===== src/rtl/obi_outstanding_limiter_pkg.sv =====
// Shared types and helpers for the OBI outstanding-transaction limiter.
//   obi_limiter_status_t : snapshot of the limiter status outputs
//   cnt_width()          : width of a counter that can hold 0..max_trans
package obi_outstanding_limiter_pkg;

    // Wide enough for any practical MaxTrans; users slice down to cnt_width().
    localparam int unsigned CNT_W_MAX = 16;

    typedef struct packed {
        logic [CNT_W_MAX-1:0] outstanding;
        logic                 busy;
        logic                 id_err;
        logic                 unexpected_rsp;
        logic                 sticky_err;
    } obi_limiter_status_t;

    function automatic int unsigned cnt_width(input int unsigned max_trans);
        return $clog2(max_trans + 1);
    endfunction

endpackage


===== src/rtl/obi_outstanding_limiter_id_fifo.sv =====
// Plain ring-buffer FIFO holding the IDs of granted requests in issue order.
// Ports:
//   clk, rst_n      clock, asynchronous active-high reset
//   push, data_in   write side
//   pop             read side (advances head)
//   head            oldest entry (valid when !empty)
//   empty, full     occupancy flags
module obi_outstanding_limiter_id_fifo #(
    parameter int unsigned Depth = 8,
    parameter int unsigned Width = 8
) (
    input  logic             clk,
    input  logic             rst_n,
    input  logic             push,
    input  logic [Width-1:0] data_in,
    input  logic             pop,
    output logic [Width-1:0] head,
    output logic             empty,
    output logic             full
);
    localparam int unsigned PtrW = (Depth > 1) ? $clog2(Depth) : 1;
    localparam int unsigned CntW = $clog2(Depth + 1);

    logic [Width-1:0] mem [Depth];
    logic [PtrW-1:0]  wr_ptr, rd_ptr;
    logic [CntW-1:0]  count;
    logic             do_push, do_pop;

    function automatic logic [PtrW-1:0] next_ptr(input logic [PtrW-1:0] p);
        return (p == PtrW'(Depth - 1)) ? '0 : p + 1'b1;
    endfunction

    assign empty   = (count == '0);
    assign full    = (count == CntW'(Depth));
    assign do_pop  = pop && !empty;
    // A pop in the same cycle frees the slot the push needs.
    assign do_push = push && (!full || do_pop);
    assign head    = mem[rd_ptr];

    always_ff @(posedge clk) begin
        if (do_push) mem[wr_ptr] <= data_in;
    end

    always_ff @(posedge clk or posedge rst_n) begin
        if (rst_n) begin
            wr_ptr <= '0;
            rd_ptr <= '0;
            count  <= '0;
        end else begin
            if (do_push) wr_ptr <= next_ptr(wr_ptr);
            if (do_pop)  rd_ptr <= next_ptr(rd_ptr);
            case ({do_push, do_pop})
                2'b10:   count <= count + 1'b1;
                2'b01:   count <= count - 1'b1;
                default: count <= count;
            endcase
        end
    end

endmodule


===== src/rtl/obi_outstanding_limiter.sv =====
// Single-channel OBI stage that caps in-flight transactions at MaxTrans and
// checks that in-order responses carry the ID of the oldest granted request.
// Ports:
//   clk, rst_n, clear_i          clock, async active-high reset, sticky clear
//   sbr_*                        upstream (manager-facing) OBI port
//   mgr_*                        downstream (subordinate-facing) OBI port
//   outstanding_o, busy_o        in-flight count and count != 0
//   id_err_o, unexpected_rsp_o   one-cycle pulses after the offending response
//   sticky_err_o                 OR of all pulses since reset/clear
module obi_outstanding_limiter
    import obi_outstanding_limiter_pkg::*;
#(
    parameter int unsigned AddrWidth = 32,
    parameter int unsigned DataWidth = 32,
    parameter int unsigned IdWidth   = 8,
    parameter int unsigned MaxTrans  = 8,
    parameter int unsigned UseRReady = 0
) (
    input  logic                             clk,
    input  logic                             rst_n,
    input  logic                             clear_i,
    input  logic                             sbr_req_i,
    output logic                             sbr_gnt_o,
    input  logic [AddrWidth-1:0]             sbr_addr_i,
    input  logic                             sbr_we_i,
    input  logic [DataWidth/8-1:0]           sbr_be_i,
    input  logic [DataWidth-1:0]             sbr_wdata_i,
    input  logic [IdWidth-1:0]               sbr_aid_i,
    output logic                             sbr_rvalid_o,
    input  logic                             sbr_rready_i,
    output logic [DataWidth-1:0]             sbr_rdata_o,
    output logic [IdWidth-1:0]               sbr_rid_o,
    output logic                             sbr_err_o,
    output logic                             mgr_req_o,
    input  logic                             mgr_gnt_i,
    output logic [AddrWidth-1:0]             mgr_addr_o,
    output logic                             mgr_we_o,
    output logic [DataWidth/8-1:0]           mgr_be_o,
    output logic [DataWidth-1:0]             mgr_wdata_o,
    output logic [IdWidth-1:0]               mgr_aid_o,
    input  logic                             mgr_rvalid_i,
    output logic                             mgr_rready_o,
    input  logic [DataWidth-1:0]             mgr_rdata_i,
    input  logic [IdWidth-1:0]               mgr_rid_i,
    input  logic                             mgr_err_i,
    output logic [cnt_width(MaxTrans)-1:0]   outstanding_o,
    output logic                             busy_o,
    output logic                             id_err_o,
    output logic                             unexpected_rsp_o,
    output logic                             sticky_err_o
);
    localparam int unsigned     CntW   = cnt_width(MaxTrans);
    localparam logic [CntW-1:0] CntMax = CntW'(MaxTrans);

    logic [CntW-1:0]    cnt;
    logic               space, a_hs, r_hs, rsp_ok, rsp_unexp, id_mismatch;
    logic               id_err_q, unexp_q, sticky_q;
    logic [IdWidth-1:0] fifo_head;
    logic               fifo_empty, fifo_full;

    // Admission uses only the registered count: a response retiring this
    // cycle does not open a slot until the next one. The reset term forces
    // req/gnt low the instant reset asserts, not at the next edge.
    assign space     = (cnt < CntMax);
    assign mgr_req_o = sbr_req_i && space && !rst_n;
    assign sbr_gnt_o = mgr_gnt_i && space && !rst_n;
    assign a_hs      = mgr_req_o && mgr_gnt_i;

    assign mgr_addr_o  = sbr_addr_i;
    assign mgr_we_o    = sbr_we_i;
    assign mgr_be_o    = sbr_be_i;
    assign mgr_wdata_o = sbr_wdata_i;
    assign mgr_aid_o   = sbr_aid_i;

    assign sbr_rvalid_o = mgr_rvalid_i;
    assign sbr_rdata_o  = mgr_rdata_i;
    assign sbr_rid_o    = mgr_rid_i;
    assign sbr_err_o    = mgr_err_i;
    assign mgr_rready_o = sbr_rready_i;

    assign r_hs        = mgr_rvalid_i && ((UseRReady != 0) ? sbr_rready_i : 1'b1);
    // A response with nothing tracked is never matched, even if a request is
    // being granted in the same cycle.
    assign rsp_ok      = r_hs && (cnt != '0);
    assign rsp_unexp   = r_hs && (cnt == '0);
    assign id_mismatch = rsp_ok && (fifo_head != mgr_rid_i);

    obi_outstanding_limiter_id_fifo #(
        .Depth (MaxTrans),
        .Width (IdWidth)
    ) i_id_fifo (
        .clk     (clk),
        .rst_n   (rst_n),
        .push    (a_hs),
        .data_in (sbr_aid_i),
        .pop     (rsp_ok),
        .head    (fifo_head),
        .empty   (fifo_empty),
        .full    (fifo_full)
    );

    always_ff @(posedge clk or posedge rst_n) begin
        if (rst_n) begin
            cnt      <= '0;
            id_err_q <= 1'b0;
            unexp_q  <= 1'b0;
            sticky_q <= 1'b0;
        end else begin
            case ({a_hs, rsp_ok})
                2'b10:   cnt <= cnt + 1'b1;
                2'b01:   cnt <= cnt - 1'b1;
                default: cnt <= cnt;
            endcase
            id_err_q <= id_mismatch;
            unexp_q  <= rsp_unexp;
            // A fresh error outranks a simultaneous clear.
            if (id_mismatch || rsp_unexp) sticky_q <= 1'b1;
            else if (clear_i)             sticky_q <= 1'b0;
        end
    end

    assign outstanding_o    = cnt;
    assign busy_o           = (cnt != '0);
    assign id_err_o         = id_err_q;
    assign unexpected_rsp_o = unexp_q;
    assign sticky_err_o     = sticky_q;

`ifndef SYNTHESIS
    // The ID FIFO and the counter track the same thing and must agree.
    assert property (@(posedge clk) disable iff (rst_n) fifo_full == (cnt == CntMax));
    assert property (@(posedge clk) disable iff (rst_n) fifo_empty == (cnt == '0));
`endif

endmodule


===== config.mk =====
export PLATFORM = sky130hd
export DESIGN_NAME = obi_outstanding_limiter
export DESIGN_NICKNAME = d
export VERILOG_FILES = /design/src/rtl/obi_outstanding_limiter_pkg.sv /design/src/rtl/obi_outstanding_limiter_id_fifo.sv /design/src/rtl/obi_outstanding_limiter.sv
export SDC_FILE = /design/constraint.sdc
export NUM_CORES = 1
export LEC_CHECK = 0
export CAP_MARGIN = 20
export CORE_MARGIN = 2
export CORE_UTILIZATION = 35
export CTS_CLUSTER_DIAMETER = 150
export DETAILED_ROUTE_END_ITERATION = 7
export PLACE_DENSITY = 0.78
export SYNTH_ARGS = -nofsm -noshare
export SYNTH_HDL_FRONTEND = slang
export SYNTH_SLANG_ARGS = --single-unit
export TNS_END_PERCENT = 20

===== constraint.sdc =====
create_clock -name clk -period 2.2 [get_ports clk]
set_input_delay 0.33 -clock clk [delete_from_list [all_inputs] [get_ports clk]]
set_output_delay 0.33 -clock clk [all_outputs]
set_load 0.02 [all_outputs]

# Yosys cells after proc, flatten, opt, wreduce, memory -nomap -nowiden
# Memories as Yosys holds them, arrays and structs flattened.
# Cells that the tools add are included.
[totals]
ff_bits = 17
mem_bits_rw = 64
inputBits = 125
out_inout_bits = 130
elab_cells = 52
mem_count = 1
[memory_table]
columns = ["name", "words", "width", "read_ports", "rd_clocked_by_memory_dff", "wr", "line_no", "rtl"]
rows = [
  ["i_id_fifo.mem", 8, 8, 1, 0, 1, "obi_outstanding_limiter_id_fifo.sv:24", "logic [Width-1:0] mem [Depth];"],
]
[op_classes]
add_sub_neg = 6
magnitude_cmp = 1
eq_ne = 8
mux = 8
reduce_logical = 21
[ops]
columns = ["op", "count"]
rows = [
  ["one-hot mux 4 bit (2 select lines)", 2],
  ["logical AND 1 bit", 10],
  ["adder 4 x 1 -> 4 bit (second input constant)", 2],
  ["logical NOT 4 bit", 2],
  ["inequality test 8 bit", 1],
  ["subtractor 4 x 1 -> 4 bit (second input constant)", 2],
  ["adder 3 x 1 -> 3 bit (second input constant)", 2],
  ["== test 3 bit (second input constant)", 2],
  ["2-to-1 mux 3 bit", 2],
  ["nonzero test 2 bit", 3],
  ["== test 2 x 1 -> 1 bit (second input constant)", 2],
  ["== test 2 bit (second input constant)", 2],
  ["== test 4 bit (second input constant)", 1],
  ["less-than comparator 4 bit (second input constant)", 1],
  ["2-to-1 mux 1 bit", 4],
  ["nonzero test 4 bit", 1],
  ["logical NOT 1 bit", 3],
  ["logical OR 1 bit", 2],
]

# Longest topological paths before layout
[depth]
ltp_word = 7
mapped_depth = 11
mapped_depth_nobuf = 11

# Modules after synthesis
# From an unflattened synthesis, not the netlist that was laid out.
[hier_totals]
cells_unflattened = 341
hier_area_um2 = 4576.9
[by_module_without_submodules]
columns = ["mod", "n_inst", "cells_per_inst", "area_each_um2", "seq_area_each_um2"]
rows = [
  ["obi_outstanding_limiter_id_fifo", 1, 165, 3149.3, 2172.1],
  ["obi_outstanding_limiter", 1, 176, 1427.6, 175.2],
]

# Worst setup path before layout
# No wires, ideal clock.
[synth_path]
path_type = "reg2reg"
from = "register cnt[3], in the netlist outstanding_o[3]"
to = "register i_id_fifo.count[2]"
setup_time_ns = 0.125
arrival_time_ns = 2.595
t_required_ns = 2.075
path_slack_ns = -0.520
stages_incl_launch_ff = 12
path_buffers = 0
period_less_slack_ns = 2.720
path_cell_list = "dfrtp_1 or4_1 nand2_1 a31oi_1 inv_1 ha_1 xor2_1 ha_1 a21oi_1 xor2_1 nor2_1 xor2_1"
[synth_via]
elab_chain_cells = 7
elab_cells_between_ends = 13
[synth_rtl]
columns = ["element", "line_no", "rtl"]
rows = [
  ["start: declaration", "obi_outstanding_limiter.sv:55", "logic [CntW-1:0] cnt;"],
  ["start signal: assignment", "obi_outstanding_limiter.sv:110", "2'b10: cnt <= cnt + 1'b1;"],
  ["start signal: assignment", "obi_outstanding_limiter.sv:111", "2'b01: cnt <= cnt - 1'b1;"],
  ["start signal: assignment", "obi_outstanding_limiter.sv:112", "default: cnt <= cnt;"],
  ["nonzero test 4 bit (*)", "-", ""],
  ["via busy_o", "obi_outstanding_limiter.sv:47", "output logic busy_o,"],
  ["logical AND 1 bit (*)", "obi_outstanding_limiter.sv:84", "assign rsp_ok = r_hs && (cnt != '0);"],
  ["logical AND 1 bit (*)", "obi_outstanding_limiter_id_fifo.sv:35", "assign do_pop = pop && !empty;"],
  ["logical OR 1 bit", "obi_outstanding_limiter_id_fifo.sv:37", "assign do_push = push && (!full || do_pop);"],
  ["logical AND 1 bit", "obi_outstanding_limiter_id_fifo.sv:37", ""],
  ["== test 2 x 1 -> 1 bit or == test 2 bit (tied branches)", "obi_outstanding_limiter_id_fifo.sv:52", "case ({do_push, do_pop})"],
  ["one-hot mux 4 bit (2 select lines) or nonzero test 2 bit (tied branches)", "-", ""],
  ["end signal: assignment", "obi_outstanding_limiter_id_fifo.sv:53", "2'b10: count <= count + 1'b1;"],
  ["end signal: assignment", "obi_outstanding_limiter_id_fifo.sv:54", "2'b01: count <= count - 1'b1;"],
  ["end signal: assignment", "obi_outstanding_limiter_id_fifo.sv:55", "default: count <= count;"],
  ["end: declaration", "obi_outstanding_limiter_id_fifo.sv:26", "logic [CntW-1:0] count;"],
]
# The timed path passes the listed nets; every way through them passes the cells marked *.
# A chain may end at the register's enable or synchronous reset.

# Final worst setup path
[layout_path]
from = "register cnt[3], in the netlist outstanding_o[3]"
to = "register i_id_fifo.count[2]"
[layout_via]
elab_chain_cells = 7
elab_cells_between_ends = 13
[layout_rtl]
columns = ["element", "line_no"]
rows = [
  ["less-than comparator 4 bit or nonzero test 4 bit (tied branches)", "obi_outstanding_limiter.sv:64, obi_outstanding_limiter.sv:84"],
  ["logical AND 1 bit (on tied branches)", "obi_outstanding_limiter.sv:65, obi_outstanding_limiter.sv:84"],
  ["logical AND 1 bit (on tied branches)", "obi_outstanding_limiter.sv:65, obi_outstanding_limiter_id_fifo.sv:35"],
  ["logical AND 1 bit or logical OR 1 bit (tied branches)", "obi_outstanding_limiter.sv:67, obi_outstanding_limiter_id_fifo.sv:37"],
  ["logical AND 1 bit", "obi_outstanding_limiter_id_fifo.sv:37"],
  ["== test 2 x 1 -> 1 bit or == test 2 bit (tied branches)", "obi_outstanding_limiter_id_fifo.sv:52"],
  ["one-hot mux 4 bit (2 select lines) or nonzero test 2 bit (tied branches)", "-"],
]
# Parallel ways exist; a longest one is shown, timed or not.

==> summary.md <==
| Metric | Value |
|---|---|
| Post-Synth Adder-Cell Area | 3.25% |
| Total half-perimeter wirelength after legalization and detailed placement | 10600 microns |
| Reg2Reg Capture Point | i_id_fifo.count[2] |
| Area delta synth->final | 8.95% |
| Clock buffers created by TritonCTS | 9 |
| Kind of path behind the tightest hold check | in -> async |
| Register area share after synthesis | 52.6% |
| Clock slew seen by the registers of the worst setup and hold paths | 0.06 ns |
| Total power per unit cell area | 1150 nW/um^2 |
| Hold Violations, Final | 0 |
| Maximum capacitance violations | 0 |
| CP Data Required Time | 2.41 ns |
| Vias per cell | 4.80 |
| Via count of the routed design | 2313 |
| Die span in x | 117 microns |
| Placer Congestion | 0.751 |
| Share of the clock period used by the worst path after layout | 104% |
| Cells on worst reg2reg path | 11 |
| Post-synthesis simple-gate area fraction | 5.50% |
| Post-route clock skew | 0.00716 ns |
| Commonest non-fill, non-tap cell in the layout | edfxtp_1 |
| Xor and xnor area share after synthesis | 2.95% |
| Leakage component of the power | 1.75 nW |
| Later-pin clock latency in the skew report | 0.33 ns |
| Netlist Area Pre-Place | 4460 sq um |
| Initial antenna violation count | 0 |
| Global routing met2 resource utilization | 28.2% |
| Total global routing track utilization | 17.8% |
| Crit Reg-Reg Startpoint | outstanding_o[3] |
| First-pass GRT wire length | 16600 microns |
| Worst-margin pin slew | 0.415 ns |
| Net Count, Synth | 478 |
| Number of buffers inserted for hold repair after clock tree synthesis | 0 |
| Starting DRT DRC Count | 95 |
| Outcome | finished, violations left |
| Worst-case clock buffer depth | 2 |
| Worst-path fanout max | 5 |
| Area fraction in compound gates after synthesis | 2.55% |
| Area share of the leading cell type in the synthesized netlist | 43.1% |
| Std-Cell Rows | 41 |
| Top library cells by usage in the layout, fill and taps aside | edfxtp_1 (64), clkdlybuf4s50_1 (47), buf_4 (31) |
| Max frequency | 436 MHz |
| Largest net degree at the start of global routing | 22 |
| Top cells by area in the synthesized netlist | edfxtp_1 (43%), buf_4 (20%), dfrtp_1 (9.5%) |
| Proportion of synthesized area in mux cells | 10.9% |
| Die Span Y | 117 microns |
| Non-filler cells in the finished layout | 482 |
| Average cell area after synthesis | 13.0 sq um |
| Remaining antenna violation count | 0 |
| Count of unique library cells instantiated by Yosys | 37 |
| Final-layout worst hold slack | 0.392 ns |
| Final #Nets | 442 |
| Peak-usage layer in the global routing report | met2 |
| Post-route DRC | 0 |
| Number of max-slew violations in the final report | 0 |
| Final worst slack | -0.0945 ns |
| Initial cell density of the core | 35.6% |
| Post-layout minimum cycle time | 2.29 ns |
| Count of state elements after synthesis | 81 |
| Fraction of met1 tracks used by global routing | 14.2% |
| Worst vdd ir | 0.000548 V |
| Total of endpoints with negative setup slack in the final report | 3 |
| Vias in the first global route | 2270 |
| Main combinational cell family by area after synthesis | buffers and inverters |
| # port buffers | 48 |
| Failing checks | setup timing |
| Power after layout | 0.00561 W |
| Max-Slew Margin vs Limit | 72.4% |
| Worst Setup End Kind | flip-flop |
| Yosys warning count | 0 |
| 1st-pass router iterations | 4 |
| Unrepaired setup endpoints after global routing | yes |
| Cell count after placement | 467 |
| Critical setup path kind | reg -> reg |
| CP Launch Type | flip-flop |
| Clock tree from TritonCTS | built |
| Mapped Cells | 342 |
| Area inside the core boundary | 12500 sq um |
| IO Count | 255 |
| Data arrival, critical path | 2.51 ns |
| Grt met3 use | 19.9% |
| Final wirelength | 12900 microns |
| Accumulated negative setup slack | -0.181 ns |
| Remaining global-route overflow | 0 |
| Worst slack at placement | -0.253 ns |
| Total number of clock tree sinks | 81 |
| Area enclosed by the die boundary | 13700 sq um |
| Share of post-route cells with drive strength above 1 | 28.1% |
| Slack of the worst reg-to-reg path | -0.09 ns |
| Buffer type at the clock tree root | clkbuf_16 |
| Number of inserted diodes | 0 |
| Post-synthesis cell type with the largest combined area | edfxtp_1 |
| Routed wirelength normalized by instance count | 26.8 microns |
| Max H-tree Level | 3 |
==> synth_stat cells, drive strengths merged <==
cell type	count
or3	2
a31oi	1
a21o	1
o21ai	6
inv	9
nand3b	4
a21oi	5
mux2i	15
a221oi	1
nor2b	1
nand2	8
xor2	10
buf	127
nand3	1
nand2b	2
mux4	8
nor3b	6
or4	1
dfrtp	17
nand4b	1
mux2	13
a22o	2
ha	10
edfxtp	64
xnor2	5
o22ai	3
nor3	3
nor2	11
nor4	1
nand4	3
fa	1
==> stage by stage <==
step / util [%] / area [sq um]
3_3_place_gp: 35.9 / 4490
4_1_cts: 38.5 / 4820
2_1_floorplan: - / 4520
3_5_place_dp: 35.9 / 4490
6_report: 38.8 / 4860
5_1_grt: 38.8 / 4860
==> final cells by class <==
type,instances,area [sq um]
Multi-Input combinational cell,125,1250
Tap cell,172,215
Inverter,9,33.8
Clock buffer,9,225
Fill cell,1166,7660
Timing Repair Buffer,80,723
Sequential cell,81,2350
Clock inverter,6,58.8
==> worst max path at each step <==
stage,startpoint,depth (start not counted),endpoint
2_1_floorplan,rst_n,5,i_id_fifo.mem[2][0]
3_3_place_gp,rst_n,12,i_id_fifo.count[2]
3_5_place_dp,rst_n,12,i_id_fifo.count[2]
4_1_cts,outstanding_o[3],10,i_id_fifo.count[2]
5_1_grt,outstanding_o[2],11,i_id_fifo.count[2]
6_report,outstanding_o[3],11,i_id_fifo.count[2]
==> state kept, by name, indices dropped and copies added, names as in the netlist <==
signal            count
i_id_fifo.mem        64
i_id_fifo.wr_ptr      3
sticky_err_o          1
i_id_fifo.count       4
unexpected_rsp_o      1
i_id_fifo.rd_ptr      3
id_err_o              1
outstanding_o         4
==> critical path: stages, from the launching register on <==
cell and delay, ns:
dfrtp_2 0.40, buf_4 0.15, nand4b_1 0.30, a31oi_4 0.24, inv_2 0.07, ha_4 0.17, xor2_2 0.18, ha_4 0.16
a21oi_2 0.11, xor2_1 0.17, nor2_1 0.08, xor2_1 0.14
==> metal layers <==
layer	share of wire (%)	routed length (microns)	vias to the layer above
met5	0.50	65	-
met4	2.2	279	2
met3	25	3200	21
met2	47	6010	183
met1	26	3340	1098
li1	-	-	1009
==> cells by family after synthesis <==
| kind of cell | Yosys count |
|---|---|
| xor+xnor | 15 |
| mux | 36 |
| buf+inv | 136 |
| flops | 81 |
| fa+ha+maj | 11 |
| simple gates | 44 |
| compound gates | 19 |
==> where the power goes <==
| group | internal (W) | switching, W | leakage [nW] | total [W] |
|---|---|---|---|---|
| clock | 0.000865 | 0.000557 | 0.137 | 0.00142 |
| sequential | 0.00185 | 0.000221 | 0.773 | 0.00207 |
| combinational | 0.00112 | 0.00100 | 0.842 | 0.00212 |
==> timing repair <==
| item | 4_1_cts | 5_1_grt |
|---|---|---|
| pin swaps | 5 | 6 |
| endpoints found under the setup margin | 6 | 16 |
| resized for setup | 8 | 8 |
| setup buffers | 0 | 0 |
| hold endpoints to repair | 0 | 0 |
Power figures use the tool's default switching activity.
